==> src/rtl/sig_dump_ctrl_pkg.sv <==
// Shared encodings for sig_dump_ctrl: final status codes, FSM states and
// the end_signature / end-flag offsets from begin_signature.
package sig_dump_ctrl_pkg;

    typedef logic [1:0] status_t;

    localparam status_t ST_RUN       = 2'b00;
    localparam status_t ST_PASS      = 2'b01;
    localparam status_t ST_TIMEOUT   = 2'b10;
    localparam status_t ST_BAD_RANGE = 2'b11;

    typedef enum logic [2:0] {
        S_RUN     = 3'd0,
        S_ISSUE   = 3'd1,
        S_WAIT    = 3'd2,
        S_PRESENT = 3'd3,
        S_DONE    = 3'd4
    } state_t;

    localparam int unsigned END_OFS  = 4;
    localparam int unsigned FLAG_OFS = 8;

endpackage

==> src/rtl/sig_dump_ctrl_if.sv <==
// Harness-side bus of sig_dump_ctrl: core write snoop, data-memory read port,
// signature stream and final status. master = controller, slave = harness.
interface sig_dump_ctrl_if #(
    parameter int DATA_W = 32,
    parameter int ADDR_W = 32,
    parameter int RA_W   = 12
);
    logic                  wr_en;
    logic [ADDR_W-1:0]     wr_addr;
    logic [DATA_W-1:0]     wr_data;
    logic [DATA_W/8-1:0]   wr_be;

    logic                  rd_en;
    logic [RA_W-1:0]       rd_addr;
    logic [DATA_W-1:0]     rd_data;

    // sig_valid rises with sig_data/sig_last already stable and stays high,
    // unchanged, until a cycle where sig_ready is also high; that cycle moves the word.
    logic                  sig_valid;
    logic                  sig_ready;
    logic [DATA_W-1:0]     sig_data;
    logic                  sig_last;

    logic                  core_halt;
    logic                  done;
    logic [1:0]            status;
    logic [DATA_W-1:0]     sig_csum;

    modport master (
        input  wr_en, wr_addr, wr_data, wr_be, rd_data, sig_ready,
        output rd_en, rd_addr, sig_valid, sig_data, sig_last,
               core_halt, done, status, sig_csum
    );

    modport slave (
        output wr_en, wr_addr, wr_data, wr_be, rd_data, sig_ready,
        input  rd_en, rd_addr, sig_valid, sig_data, sig_last,
               core_halt, done, status, sig_csum
    );

endinterface

==> src/rtl/sig_dump_ctrl_be_merge.sv <==
// sig_be_merge: byte-enable merge of a new word over an old word; a set
// enable bit takes that byte from new_i, a clear bit keeps old_i.
module sig_be_merge #(
    parameter int DATA_W = 32
) (
    input  logic [DATA_W-1:0]   old_i,
    input  logic [DATA_W-1:0]   new_i,
    input  logic [DATA_W/8-1:0] be_i,
    output logic [DATA_W-1:0]   merged_o
);

    for (genvar b = 0; b < DATA_W / 8; b++) begin : g_byte
        assign merged_o[8*b +: 8] = be_i[b] ? new_i[8*b +: 8] : old_i[8*b +: 8];
    end

endmodule

==> src/rtl/sig_dump_ctrl.sv <==
// sig_dump_ctrl: halts the core on end flag or timeout and streams the signature
// window out of data memory. Define SIG_CHECKSUM_EN to add the running checksum.
module sig_dump_ctrl
    import sig_dump_ctrl_pkg::*;
#(
    parameter int                DATA_W         = 32,
    parameter int                ADDR_W         = 32,
    parameter logic [ADDR_W-1:0] SIG_BASE_ADDR  = 'h1000_0008,
    parameter logic [ADDR_W-1:0] DMEM_BASE      = 'h1000,
    parameter int                DMEM_WORDS     = 3072,
    parameter int                TIMEOUT_CYCLES = 10240,
    parameter int                RD_LATENCY     = 1
) (
    input  logic            clk,
    input  logic            rst,
    sig_dump_ctrl_if.master bus,
    output state_t          dbg_state_o
);

    localparam int RA_W  = $clog2(DMEM_WORDS);
    localparam int TMR_W = (TIMEOUT_CYCLES > 1) ? $clog2(TIMEOUT_CYCLES) : 1;
    localparam int LAT_W = $clog2(RD_LATENCY + 1);

    localparam logic [ADDR_W-1:0] END_ADDR  = SIG_BASE_ADDR + ADDR_W'(END_OFS);
    localparam logic [ADDR_W-1:0] FLAG_ADDR = SIG_BASE_ADDR + ADDR_W'(FLAG_OFS);
    localparam logic [ADDR_W:0]   DMEM_END  = {1'b0, DMEM_BASE} + (ADDR_W + 1)'(4 * DMEM_WORDS);

    state_t              state_q, state_d;
    logic [DATA_W-1:0]   begin_q, begin_d, end_q, end_d;
    logic [TMR_W-1:0]    timer_q, timer_d;
    logic [RA_W-1:0]     idx_q, idx_d, last_q, last_d;
    logic [LAT_W-1:0]    wait_q, wait_d;
    logic [DATA_W-1:0]   data_q, data_d;
    logic                halt_q, halt_d;
    status_t             pend_q, pend_d;

    logic [DATA_W-1:0]   begin_mrg, end_mrg, flag_mrg;
    logic [ADDR_W-1:0]   begin_a, end_a;
    logic                flag_hit, timeout_hit, trigger, range_ok, accept;

    sig_be_merge #(.DATA_W(DATA_W)) u_mrg_begin (
        .old_i(begin_q), .new_i(bus.wr_data), .be_i(bus.wr_be), .merged_o(begin_mrg));
    sig_be_merge #(.DATA_W(DATA_W)) u_mrg_end (
        .old_i(end_q), .new_i(bus.wr_data), .be_i(bus.wr_be), .merged_o(end_mrg));
    // The flag word is judged on this write alone, not on earlier flag writes.
    sig_be_merge #(.DATA_W(DATA_W)) u_mrg_flag (
        .old_i('0), .new_i(bus.wr_data), .be_i(bus.wr_be), .merged_o(flag_mrg));

    assign begin_a     = ADDR_W'(begin_q);
    assign end_a       = ADDR_W'(end_q);
    assign flag_hit    = bus.wr_en && (bus.wr_addr == FLAG_ADDR) && (flag_mrg == DATA_W'(1));
    assign timeout_hit = (timer_q == TMR_W'(TIMEOUT_CYCLES - 1));
    assign trigger     = (state_q == S_RUN) && (flag_hit || timeout_hit);
    assign accept      = (state_q == S_PRESENT) && bus.sig_ready;
    assign range_ok    = (begin_a[1:0] == 2'b00) && (end_a[1:0] == 2'b00) &&
                         (begin_a >= DMEM_BASE) && (begin_a <= end_a) &&
                         ({1'b0, end_a} <= DMEM_END);

    always_ff @(posedge clk or negedge rst) begin
        if (!rst) begin
            state_q <= S_RUN;
            begin_q <= '0;
            end_q   <= '0;
            timer_q <= '0;
            idx_q   <= '0;
            last_q  <= '0;
            wait_q  <= '0;
            data_q  <= '0;
            halt_q  <= 1'b0;
            pend_q  <= ST_RUN;
        end else begin
            state_q <= state_d;
            begin_q <= begin_d;
            end_q   <= end_d;
            timer_q <= timer_d;
            idx_q   <= idx_d;
            last_q  <= last_d;
            wait_q  <= wait_d;
            data_q  <= data_d;
            halt_q  <= halt_d;
            pend_q  <= pend_d;
        end
    end

    always_comb begin
        state_d = state_q;
        begin_d = begin_q;
        end_d   = end_q;
        timer_d = timer_q;
        idx_d   = idx_q;
        last_d  = last_q;
        wait_d  = wait_q;
        data_d  = data_q;
        halt_d  = halt_q;
        pend_d  = pend_q;
        case (state_q)
            S_RUN: begin
                timer_d = timer_q + TMR_W'(1);
                if (bus.wr_en && bus.wr_addr == SIG_BASE_ADDR) begin_d = begin_mrg;
                if (bus.wr_en && bus.wr_addr == END_ADDR)      end_d   = end_mrg;
                if (trigger) begin
                    halt_d = 1'b1;
                    pend_d = flag_hit ? ST_PASS : ST_TIMEOUT;
                    if (!range_ok) begin
                        pend_d  = ST_BAD_RANGE;
                        state_d = S_DONE;
                    end else if (begin_a == end_a) begin
                        state_d = S_DONE;
                    end else begin
                        idx_d   = RA_W'((begin_a - DMEM_BASE) >> 2);
                        last_d  = RA_W'(((end_a - DMEM_BASE) >> 2) - ADDR_W'(1));
                        state_d = S_ISSUE;
                    end
                end
            end
            S_ISSUE: begin
                wait_d  = '0;
                state_d = S_WAIT;
            end
            S_WAIT: begin
                if (wait_q == LAT_W'(RD_LATENCY - 1)) begin
                    data_d  = bus.rd_data;
                    state_d = S_PRESENT;
                end else begin
                    wait_d = wait_q + LAT_W'(1);
                end
            end
            S_PRESENT: begin
                if (bus.sig_ready) begin
                    if (idx_q == last_q) begin
                        state_d = S_DONE;
                    end else begin
                        idx_d   = idx_q + RA_W'(1);
                        state_d = S_ISSUE;
                    end
                end
            end
            S_DONE:  state_d = S_DONE;
            default: state_d = S_RUN;
        endcase
    end

    always_comb begin
        bus.rd_en     = (state_q == S_ISSUE);
        bus.rd_addr   = (state_q == S_ISSUE) ? idx_q : '0;
        bus.sig_valid = (state_q == S_PRESENT);
        bus.sig_last  = (state_q == S_PRESENT) && (idx_q == last_q);
        bus.sig_data  = data_q;
        bus.core_halt = halt_q;
        bus.done      = (state_q == S_DONE);
        bus.status    = (state_q == S_DONE) ? pend_q : ST_RUN;
        dbg_state_o   = state_q;
    end

`ifdef SIG_CHECKSUM_EN
    logic [DATA_W-1:0] csum_q;

    always_ff @(posedge clk or negedge rst) begin
        if (!rst)         csum_q <= '0;
        else if (trigger) csum_q <= '0;
        else if (accept)  csum_q <= csum_q + data_q;
    end

    assign bus.sig_csum = csum_q;
`else
    assign bus.sig_csum = '0;
`endif

endmodule

==> src/flat_wrapper.sv <==
// flat-port wrapper written by rule: the top's interface ports become plain ports
module sig_dump_ctrl_flat import sig_dump_ctrl_pkg::*;
#(
    parameter int                DATA_W         = 32,
    parameter int                ADDR_W         = 32,
    parameter logic [ADDR_W-1:0] SIG_BASE_ADDR  = 'h1000_0008,
    parameter logic [ADDR_W-1:0] DMEM_BASE      = 'h1000,
    parameter int                DMEM_WORDS     = 3072,
    parameter int                TIMEOUT_CYCLES = 10240,
    parameter int                RD_LATENCY     = 1
)
  (clk, rst, dbg_state_o, bus_wr_en, bus_wr_addr, bus_wr_data, bus_wr_be, bus_rd_data, bus_sig_ready, bus_rd_en, bus_rd_addr, bus_sig_valid, bus_sig_data, bus_sig_last, bus_core_halt, bus_done, bus_status, bus_sig_csum);
  sig_dump_ctrl_if #(.DATA_W(DATA_W), .ADDR_W(ADDR_W), .RA_W(($clog2(DMEM_WORDS)))) bus_i ();
  input  logic clk;
  input  logic rst;
  output state_t dbg_state_o;
  input wire logic [$bits(bus_i.wr_en)-1:0] bus_wr_en;
  input wire logic [$bits(bus_i.wr_addr)-1:0] bus_wr_addr;
  input wire logic [$bits(bus_i.wr_data)-1:0] bus_wr_data;
  input wire logic [$bits(bus_i.wr_be)-1:0] bus_wr_be;
  input wire logic [$bits(bus_i.rd_data)-1:0] bus_rd_data;
  input wire logic [$bits(bus_i.sig_ready)-1:0] bus_sig_ready;
  output wire logic [$bits(bus_i.rd_en)-1:0] bus_rd_en;
  output wire logic [$bits(bus_i.rd_addr)-1:0] bus_rd_addr;
  output wire logic [$bits(bus_i.sig_valid)-1:0] bus_sig_valid;
  output wire logic [$bits(bus_i.sig_data)-1:0] bus_sig_data;
  output wire logic [$bits(bus_i.sig_last)-1:0] bus_sig_last;
  output wire logic [$bits(bus_i.core_halt)-1:0] bus_core_halt;
  output wire logic [$bits(bus_i.done)-1:0] bus_done;
  output wire logic [$bits(bus_i.status)-1:0] bus_status;
  output wire logic [$bits(bus_i.sig_csum)-1:0] bus_sig_csum;
  assign bus_i.wr_en = bus_wr_en;
  assign bus_i.wr_addr = bus_wr_addr;
  assign bus_i.wr_data = bus_wr_data;
  assign bus_i.wr_be = bus_wr_be;
  assign bus_i.rd_data = bus_rd_data;
  assign bus_i.sig_ready = bus_sig_ready;
  assign bus_rd_en = bus_i.rd_en;
  assign bus_rd_addr = bus_i.rd_addr;
  assign bus_sig_valid = bus_i.sig_valid;
  assign bus_sig_data = bus_i.sig_data;
  assign bus_sig_last = bus_i.sig_last;
  assign bus_core_halt = bus_i.core_halt;
  assign bus_done = bus_i.done;
  assign bus_status = bus_i.status;
  assign bus_sig_csum = bus_i.sig_csum;
  sig_dump_ctrl #(.DATA_W(DATA_W), .ADDR_W(ADDR_W), .SIG_BASE_ADDR(SIG_BASE_ADDR), .DMEM_BASE(DMEM_BASE), .DMEM_WORDS(DMEM_WORDS), .TIMEOUT_CYCLES(TIMEOUT_CYCLES), .RD_LATENCY(RD_LATENCY)) u_core (.clk(clk), .rst(rst), .bus(bus_i), .dbg_state_o(dbg_state_o));
endmodule
==> config.mk <==
export PLATFORM = sky130hd
export DESIGN_NAME = sig_dump_ctrl_flat
export DESIGN_NICKNAME = d
export VERILOG_FILES = /design/src/rtl/sig_dump_ctrl_pkg.sv /design/src/rtl/sig_dump_ctrl_if.sv /design/src/rtl/sig_dump_ctrl_be_merge.sv /design/src/rtl/sig_dump_ctrl.sv /design/src/flat_wrapper.sv
export SDC_FILE = /design/constraint.sdc
export NUM_CORES = 1
export LEC_CHECK = 0
export ABC_CLOCK_PERIOD_IN_PS = 3000
export BUFFER_PORTS_ARGS = -buffer_cell sky130_fd_sc_hd__buf_4
export CAP_MARGIN = 5
export CORE_UTILIZATION = 54
export CTS_CLUSTER_DIAMETER = 50
export DETAILED_ROUTE_END_ITERATION = 8
export PLACE_DENSITY = 0.81
export SETUP_SLACK_MARGIN = 0.15
export SYNTH_ARGS = -nofsm -noshare
export SYNTH_HDL_FRONTEND = slang
export SYNTH_SLANG_ARGS = --single-unit
export TNS_END_PERCENT = 100
==> constraint.sdc <==
create_clock -name clk -period 3 [get_ports clk]
set_input_delay 0.6 -clock clk [delete_from_list [all_inputs] [get_ports clk]]
set_output_delay 0.6 -clock clk [all_outputs]
set_load 0.01 [all_outputs]
* Yosys cells after proc, flatten, opt, wreduce, memory -nomap -nowiden
Index checks and enable logic that the tools add are counted.
W data, S select, Z words.
** Word-level totals
- Flip-flop bits (word level) :: 141
- Input port bits :: 104
- Output and inout bits :: 86
- Logic and storage cells :: 96
** Operators by class
- $add $sub $neg :: 6
- $lt $le $gt $ge :: 3
- Equality and inequality tests :: 17
- Muxes and demuxes :: 23
- Bitwise logic cells :: 2
- Reductions and logical operators :: 29
** Operator list (number)
- $eq A32 B29 Y1 const B :: 3
- $mux W12 :: 6
- $eq A32 B1 Y1 const B :: 1
- $eq A32 B32 Y1 :: 1
- $ge A32 B13 Y1 const B :: 1
- $le A32 B15 Y1 const B :: 1
- $le A32 B32 Y1 :: 1
- $mux W8 :: 4
- $sub A14 B13 Y14 const B :: 2
- $reduce_and A3 Y1 :: 9
- $pmux W12 S2 :: 1
- $mux W3 :: 6
- $pmux W3 S5 :: 1
- $add A14 B1 Y14 const B :: 1
- $eq A14 B14 Y1 const B :: 1
- $add A12 B1 Y12 const B :: 1
- $eq A12 B12 Y1 :: 1
- $sub A12 B1 Y12 const B :: 1
- $logic_and A1 B1 Y1 :: 10
- $ne A2 B2 Y1 const B :: 4
- $eq A3 B2 Y1 const B :: 2
- $mux W2 :: 3
- $reduce_and A6 Y1 :: 1
- $logic_not A2 Y1 :: 2
- other kinds (12) :: 16

* Logic depth before layout (Yosys ltp)
Gate-level depths: netlist (run 1).
- Depth after elaboration :: 8
- Mapped depth :: 10
- Depth with buffers taken out :: 9

* Hierarchy
Synthesis (run 1) repeated with hierarchy kept, for this count alone.
** Second synthesis, totals
- Cell total of the unflattened synthesis :: 781
- Area total of the unflattened synthesis :: 9077.5 µm²
** By module, submodules not included
- sig_dump_ctrl :: times used 1, cells an instance 673, area each 7500.9 µm², sequential area each 3503.4 µm²
- sig_be_merge :: times used 3, cells an instance 36, area each 525.5 µm², sequential area each 0.0 µm²

* Least setup slack after synthesis (run 1)
No wires, ideal clock.
- Path type :: input-to-reg
- Start :: in bus_wr_addr[0]
- End :: reg u_core.idx_q[3]
- Setup time :: 121 ps
- Data arrival time :: 2388 ps
- Data required time :: 2879 ps
- Setup slack :: 491 ps
- Stages :: 8
- Buffers on the path :: 1
- Path through :: nor4_1 > nand4_1 > a2111oi_1 > a31o_2 > nand4_4 > and2_1 > buf_6 > o22a_1
** Between the ends
- Word-level cells in the longest chain between the ends :: 7
** RTL lines
- start: declaration :: line flat_wrapper.sv:18 : input wire logic [$bits(bus_i.wr_addr)-1:0] bus_wr_addr;
- $eq A32 B29 Y1 :: line sig_dump_ctrl.sv:51 : assign flag_hit = bus.wr_en && (bus.wr_addr == FLAG_ADDR) && (flag_mrg == DATA_W'(1));
- $logic_and A1 B1 Y1 (2 in a row) :: line sig_dump_ctrl.sv:51
- $logic_or A1 B1 Y1 :: line sig_dump_ctrl.sv:53 : assign trigger = (state_q == S_RUN) && (flag_hit || timeout_hit);
- $logic_and A1 B1 Y1 :: line sig_dump_ctrl.sv:53
- $ne A2 B1 Y1 (no source line)
- $reduce_and A6 Y1 (no source line)
- end signal: assignment :: line sig_dump_ctrl.sv:76 : idx_q <= idx_d;
- end: declaration :: line sig_dump_ctrl.sv:31 : logic [RA_W-1:0] idx_q, idx_d, last_q, last_d;
Every way passes these cells.
A chain may end at the register's enable or synchronous reset.

* Worst setup path in the final report (run 1)
- Start :: reg u_core.end_q[7], in the netlist u_core.end_a[7]
- End :: reg u_core.last_q[8]
** Between the ends
- Word-level cells in the longest chain between the ends :: 4
- Elaborated cells between the ends (all ways) :: 9
- Classes of those cells :: 2 x add/sub; 2 x order compare; 1 x eq/ne; 1 x bitwise; 3 x reduce/logical
** RTL lines
- start: declaration :: line sig_dump_ctrl.sv:29 : logic [DATA_W-1:0] begin_q, begin_d, end_q, end_d;
- start signal: assignment :: line sig_dump_ctrl.sv:74 : end_q <= end_d;
- parallel branches: the longest is 4 deep, another holds $sub A14 B13 Y14
- end signal: assignment :: line sig_dump_ctrl.sv:77 : last_q <= last_d;
- end: declaration :: line sig_dump_ctrl.sv:31
Parallel ways; which one is timed is not known.

==> results of run 1 <==
==> metal layers <==
layer  global-route usage, %  up-vias
met5                       0        -
met4                    9.34        0
met3                    6.18       38
met2                    42.7      253
met1                    36.6     2903
li1                        -     2809
==> final cells by class <==
type / count / share of cell area [%]
sequential: 140 / 36.6
timing repair buffer: 169 / 13.4
multi-input combinational: 493 / 39.5
inverter: 42 / 1.65
clock inverter: 13 / 1.74
tap: 180 / 2.36
clock buffer: 19 / 4.63
==> worst paths after layout <==
kind | slack [ns] | start | to | cells after the start
worst max-delay path | 0.16 | u_core.end_a[7] | u_core.last_q[8] | 9
worst min-delay path | 0.12 | rst | u_core.last_q[3] | 1
worst max register to register | 0.16 | u_core.end_a[7] | u_core.last_q[8] | 9
worst min register to register | 0.47 | u_core.timer_q[13] | u_core.timer_q[13] | 1
max in group asynchronous | 2.05 | rst | u_core.begin_a[26] | 2
min in group clk | 0.40 | bus_rd_data[14] | u_core.bus.sig_data[14] | 2
==> layout by cell type (no fill, tap or decap), drive strengths merged, types with 5 or more instances in the layout <==
cell type | synthesis | routed
a21o | 5 | 5
a21oi | 21 | 21
a31oi | 10 | 10
and2 | 15 | 15
and3 | 8 | 8
and4 | 8 | 8
buf | 34 | 169
clkbuf | 15 | 19
clkinv | 1 | 6
conb | 1 | 32
dfrtp | 140 | 140
ha | 39 | 39
inv | 41 | 43
mux2 | 98 | 98
nand2 | 40 | 40
nand3 | 17 | 17
nand4 | 18 | 18
nor2 | 25 | 25
nor3 | 14 | 14
nor4 | 37 | 37
nor4b | 5 | 5
o21ai | 20 | 20
o22a | 5 | 5
xnor2 | 20 | 20
xor2 | 15 | 15
==> power groups by stage <==
stage	Clock, W	Combinational, W	Sequential (W)
4_1_cts	0.00218	0.00209	0.00263
3_5_place_dp	0	0.00208	0.00266
5_1_grt	0.00227	0.00226	0.00269
3_3_place_gp	0	0.00202	0.00264
2_1_floorplan	0	0.00118	0.00262
6_report	0.00216	0.00209	0.00263
==> registers in the layout, summed over array words and instances, names as in the netlist <==
name and count:
u_core.dbg_state_o 3, u_core.bus.sig_data 32, u_core.idx_q 12, u_core.timer_q 14, u_core.last_q 12, u_core.bus.core_halt 1
u_core.end_a 32, u_core.pend_q 2, u_core.begin_a 32
==> worst max-delay path, cell delays in order, from the launching register on <==
cell and delay [ns]:
dfrtp_1 0.48, inv_1 0.08, ha_1 0.31, a21oi_1 0.17
o21ai_0 0.14, a221o_1 0.37, o31ai_2 0.42, nand4_4 0.20
buf_4 0.26, mux2_2 0.28
==> cell families (layout without fill, tap and decap cells) <==
kind of cell	after synthesis	after routing
fa+ha+maj	39	39
other cells	1	32
xor+xnor	35	35
compound gates	86	86
simple gates	202	202
flops	140	140
buf+inv	91	243
mux	99	99
==> metrics by stage <==
step | util, % | setup slack, ns | instance area, sq um | power, W | hold WS (ns)
after floorplan | - | 0.491 | 7740 | 0.00380 | 0.304
after global placement | 64.7 | 0.0543 | 8940 | 0.00466 | 0.453
after detailed placement | 64.7 | 0.0587 | 8940 | 0.00473 | 0.460
after CTS | 69.1 | 0.230 | 9550 | 0.00690 | 0.136
after global routing | 69.1 | 0.102 | 9560 | 0.00722 | 0.149
final | 69.1 | 0.163 | 9560 | 0.00688 | 0.123
==> results.txt, run 1 <==
The routability congestion estimate from global placement is 0.897, and the simple-gate area share of the yosys netlist is 15.5%. From left edge to right edge, the die measures 121 microns. Sorting the synthesized cells by how often they occur yields 140 x dfrtp_1, 98 x mux2_2, 41 x inv_1. Yosys attributes the largest share of cell area to dfrtp_1 46%, mux2_2 14%, ha_1 6.4%, buf_4 3.2%, nor4_1 2.8%. Summing the areas of all xor and xnor instances in the mapped netlist gives 4.02% of the synthesized area.

Summing the areas of all compound-gate instances in the mapped netlist gives 7.32% of the synthesized area. TritonCTS built the clock tree. Yosys printed 0 warnings. Cells with a size suffix above 1 make up 35.6% of the layout. The total of endpoints with negative setup slack in the final report came out at 0. The sum of overflow across all layers after global routing is 0. The number of global-route vias before repair is 5867. The final number of max-transition violations came out at 0. Cell taking the most area after synthesis: dfrtp_1.

The post-synthesis mux area share is 14.6%, and the met2 wire length is 9010 microns. Buffers added to address setup during post-CTS repair amount to 0. The area taken by multi-input logic gates is 0.00378 sq mm, and the final clock period utilization by the worst path is 94.6%. The run gives 43 as the number of placement rows. The pre-antenna-repair detailed-routing pass consisted of 5 iterations. Number of max-cap violations: 0. Setup repair after global routing could not meet its margin everywhere. The longest clock path from root to sink contains 2 buffers. The number of violations reported at the end of detailed-routing iteration 0 was 375.

After synthesis, the largest area contributor takes up 45.9% of total cell area. The clock transition at the registers of the reported paths works out to 0.06 ns. The run gives 1006 as the final-stage net count.

Most numerous cell in the Yosys netlist: dfrtp_1. After synthesis, the largest family of logic cells by area is simple AND/OR/NAND/NOR gates. The post-CTS resize count was 0; the mean routed wirelength per cell was 17.8 microns. The flow ran to the end, and the final reports show no timing, DRC or antenna violations. After clock tree synthesis, the flow added hold-fix buffers numbering 0.

Wire segments on met3 add up to 1110 microns in the final route. Synthesized area per cell: 11.0 sq um. In this run the tool buffered the top-level ports with 157 buffer cells. Setup total negative slack on the finished layout was measured at 0 ns. The setup path with the least slack is of type reg2reg. Of all nets on the critical path, the largest fanout is 26. Detailed-routing wirelength on met1: 8270 microns.

The endpoint type of the worst setup path is a flop. Entering global routing, the biggest net connects 55 pins. The highest routed metal layer was met4. The path class of the tightest hold or removal check is in2async.

Predominant post-synthesis flop cell: dfrtp_1. The clock latency on the worst-skew pair was 0.42 ns; the vertical die dimension was 121 microns. The I/O pin count came out at 190. Synthesis instantiated 57 different standard cells from the library. The number of flops mapped to enable cells by yosys works out to 0. The analysis attributes to net switching a power of 0.00219 W.

The total count of hold-check failures in the final report is 0, and the static power due to leakage is 4.69 nW. The highest achievable clock rate was 353 MHz; the initial antenna violation count was 0. The die covers 0.0146 sq mm. The kind of start point of the critical path is a flop.

The tools report the number of antenna repair diodes as 0. After detailed placement, the design holds a cell count of 1024. Fill cell total of the finished layout: 1006. The number of synthesized register bits was 140; the total wire length after detailed routing was 18800 microns. The maximum VDD drop was 0.701 mV.

Clock root buffer: clkbuf_16. The synthesized netlist occupies a cell area of 0.00762 sq mm. The clock period could shrink to 2.84 ns.

Internal power comes to 0.00469 W. Number of clock buffers inserted by TritonCTS: 17. In this run, flip-flops and latches consume 38.3% of the power. At the worst endpoint, the required time is 3.30 ns. In the routed layout, each cell is associated on average with a via count of 5.68.

The measured slew at the worst slew-check pin is 0.641 ns. Once layout is complete, the cells apart from fillers number 1056. The run gives 27.0% as the global router's overall resource usage.

The share of total power dissipated in the clock network is 31.4%. After detailed routing, the number of remaining DRC violations is 0. The initial core utilization was 55.1%; the count of H-tree levels built during CTS was 4. The region available for standard cell placement spans 0.0138 sq mm. The switching part of the total power works out to 31.8%. Synthesis produced a netlist whose cell count is 693. After Yosys synthesis, full adders, half adders and majority gates account for 6.40% of the synthesized area. Data on the critical path arrives at its endpoint at 3.14 ns.

The number of antenna-violating nets in the routed design was 0; the total vias in the final route was 6003. The tools report the power share of the combinational group as 30.3%. The proportion of synthesized flip-flops having asynchronous set or reset came out at 100%. The share of the Yosys chip area taken by registers is 45.9%. The power per cell area is 720 mW/mm^2, and the number of clock sinks is 140. The final HPWL from detailed placement is 13900 microns, and the worst setup skew after layout is 0.00930 ns.

The first global-routing pass estimated 30200 microns of wire. The area added between synthesis and finish came out at 25.4%. In this run the tightest slew margin relative to its limit is 56.9%. For the register area, the log shows 0.00350 sq mm.
Power figures use the tool's default switching activity.
==> run 2: changes to the inputs <==
Settings changed: CORE_MARGIN set to 5.
==> run 2 against run 1 <==
Compared with the run above: clock power hardly changed; clock skew about the same; critical path depth stayed put; final area decreased by 0.10%; critical endpoint unchanged.
==> results.txt, run 2 (synthesis gave the netlist of run 1 again) <==
Timing would allow up to 371 MHz. The tool flagged a number of max-cap violations equal to 0. For the utilization after layout, the log shows 68.8%. The register share of total power is 38.4%, and the arrival time of data at the critical path endpoint is 3.00 ns. The signal on the critical path passes through inv_1, ha_1, a21o_1, a21o_1, a221o_1, o31ai_2, nand4_4, buf_4, mux2_2. The tools report the total count of hold-check failures in the final report as 0. The cell type of the slowest stage on the worst timing path was o31ai_2. In this run the power density over the cells is 718 mW/mm^2. The clock transition at the registers of the reported paths came out at 0.06 ns.

The number of antenna repair diodes is 0, and the number of violations reported at the end of detailed-routing iteration 0 is 522. The tools report the post-route DRC violation count as 0. The worst pin sits at a relative slew slack of 51.1%. The tools report the post-place setup slack as -0.0140 ns. Global routing used 24.4% of the available tracks.

After legalization and detailed placement, the total HPWL measured 15100 microns. The final clock period utilization by the worst path is 89.8%, and the reported net switching power is 0.00225 W. Among the stages of the critical path, the cell type that occurs most often is a21o_1. The leading cell type in the layout, fill and taps excluded was buf_4. Hold is met by 0.213 ns. The first TritonRoute pass finished after 5 iterations. The worst setup path is launched from a flop.

Including well taps, the total number of placed cells is 1024. The worst setup skew after layout is 0.00889 ns. Across the VDD grid, the largest voltage drop is 0.725 mV. The total vias in the final route was 5993. The run gives 1056 as the filler-free cell count of the finished design.

For this block, the routed nets add up to 19800 microns of wire. In the layout the commonest cells are 167 x buf_4, 140 x dfrtp_1, 98 x mux2_2, 41 x inv_1, 40 x nand2_1. Of the total power, the share spent switching nets is 32.8%.

The area taken by multi-input logic gates came out at 0.00378 sq mm. In this run the core area contains 43 standard-cell rows. The tools report the area enclosed by the die boundary as 0.0166 sq mm.

The total overflow left after global routing is 0. Among cell families on the critical path, the largest total delay comes from compound AO/OA/AOI/OAI gates. Summed over all cells, the static leakage comes to 4.69 nW. The wire length of the first global-routing pass was 31600 microns. The worst hold path belongs to the class in2async.

The run gives 140 as the number of clock sinks. Setup repair after global routing left no endpoint under its margin. At the pin with the least slew margin, the transition time is 0.733 ns. TritonCTS built the clock tree. The mean routed wirelength per cell was 18.7 microns.

The run finished with clean final reports. Entering global routing, the biggest net connects 78 pins. The tools report the clock root buffer as clkbuf_16.

Setup violations remaining at the end of the flow were counted as 0. The area of the core is 0.0139 sq mm. Relative to the synthesized area, the layout overhead comes to 25.2%. The logs give 6095 for the number of global-route vias before repair and 1060 for the fill cell total of the finished layout. Cells with a size suffix above 1 make up 35.8% of the layout. The final-stage net count came out at 1006. For the final number of max-transition violations, the log shows 0. The run gives 0.878 as the routability congestion estimate from global placement. Total power for the finished layout comes to 0.00686 W. In this design, the stage delay of the slowest critical-path cell is 0.43 ns.

The initial antenna violation count came out at 0. The logs give 2 for the buffer levels on the longest clock path and 30.6% for the power share of the combinational group. The vertical die dimension is 129 microns.

The register area is 0.00350 sq mm, and the clock latency on the worst-skew pair is 0.43 ns. Counting I/O delays and the setup requirement, the final critical path takes 2.69 ns. The critical path contains buffers and inverters numbering 2 combined. The critical path is of the reg2reg type. The worst setup path is captured at a flop.

The H-tree was split into 4 levels. In this run the post-CTS setup repair buffer count came out at 0. In this run the count of I/O pins placed on the die edge is 190. The number of clock buffers inserted by TritonCTS was 17; the number of port buffers was 157. STA puts the critical path data required time at 3.31 ns. In the routed layout, each cell is associated on average with a via count of 5.68. From left edge to right edge, the die measures 129 microns. The detail route stage leaves a number of antenna-violating nets equal to 0. The clock network fraction of total power was 31.0%; the largest driver fanout on the critical path was 25.

The cell internal power dissipation is 0.00461 W. The worst setup slack after layout was 0.306 ns. For this configuration, the core starts out at a cell density of 54.9%.
-- run 2: cell count changes in the layout (fill, tap and decap cells not counted), sizes merged --
cell | before | now
clkinvlp | 3 | 1
inv | 43 | 49
clkinv | 6 | 5
bufinv | 3 | 2
clkbuf | 19 | 17
-- run 2: final timing paths --
path                               startpoint                      to  slack, ns  cells past startpoint
max                          u_core.end_a[13]        u_core.last_q[8]       0.31                      9
min                                       rst       u_core.last_q[11]       0.21                      1
max reg2reg                  u_core.end_a[13]        u_core.last_q[8]       0.31                      9
min reg2reg                u_core.timer_q[10]      u_core.timer_q[10]       0.46                      1
max in group asynchronous                 rst      u_core.begin_a[26]       1.99                      2
min in group clk               bus_rd_data[5]  u_core.bus.sig_data[5]       0.40                      2
-- run 2: through the flow --
stage               instance area [sq um]  TNS [ns]
floorplan                            7740         0
global placement                     8940         0
detailed placement                   8940   -0.0396
CTS                                  9540         0
global route                         9550         0
finish                               9550         0
-- run 2: power by group through the flow --
stage               Combinational [W]  Clock [W]  Sequential [W]
detailed placement            0.00209          0         0.00264
floorplan                     0.00118          0         0.00262
global placement              0.00205          0         0.00263
CTS                           0.00211    0.00216         0.00262
global route                  0.00229    0.00225         0.00268
finish                        0.00210    0.00213         0.00263
-- run 2: area by class of cell --
class                   count  share of cell area (%)
clock buffers              17                    4.45
clock inverters            15                    1.82
inverters                  42                    1.65
multi-input cells         493                    39.6
flip-flops and latches    140                    36.7
well taps                 180                    2.36
repair buffers            169                    13.5
-- run 2: repair_timing --
item | in CTS | in global routing
gates resized for setup | 0 | 2
hold buffers | 0 | 0
endpoints found under the setup margin | 0 | 12
-- run 2: metal layers --
metal	routed length (microns)	share of wire, %	vias up	global-route usage [%]
met2	9690	49	251	38.6
met1	8270	42	2913	33.6
li1	-	-	2796	-
met5	0	0	-	0
met3	1390	7.0	33	5.73
met4	440	2.2	0	7.60
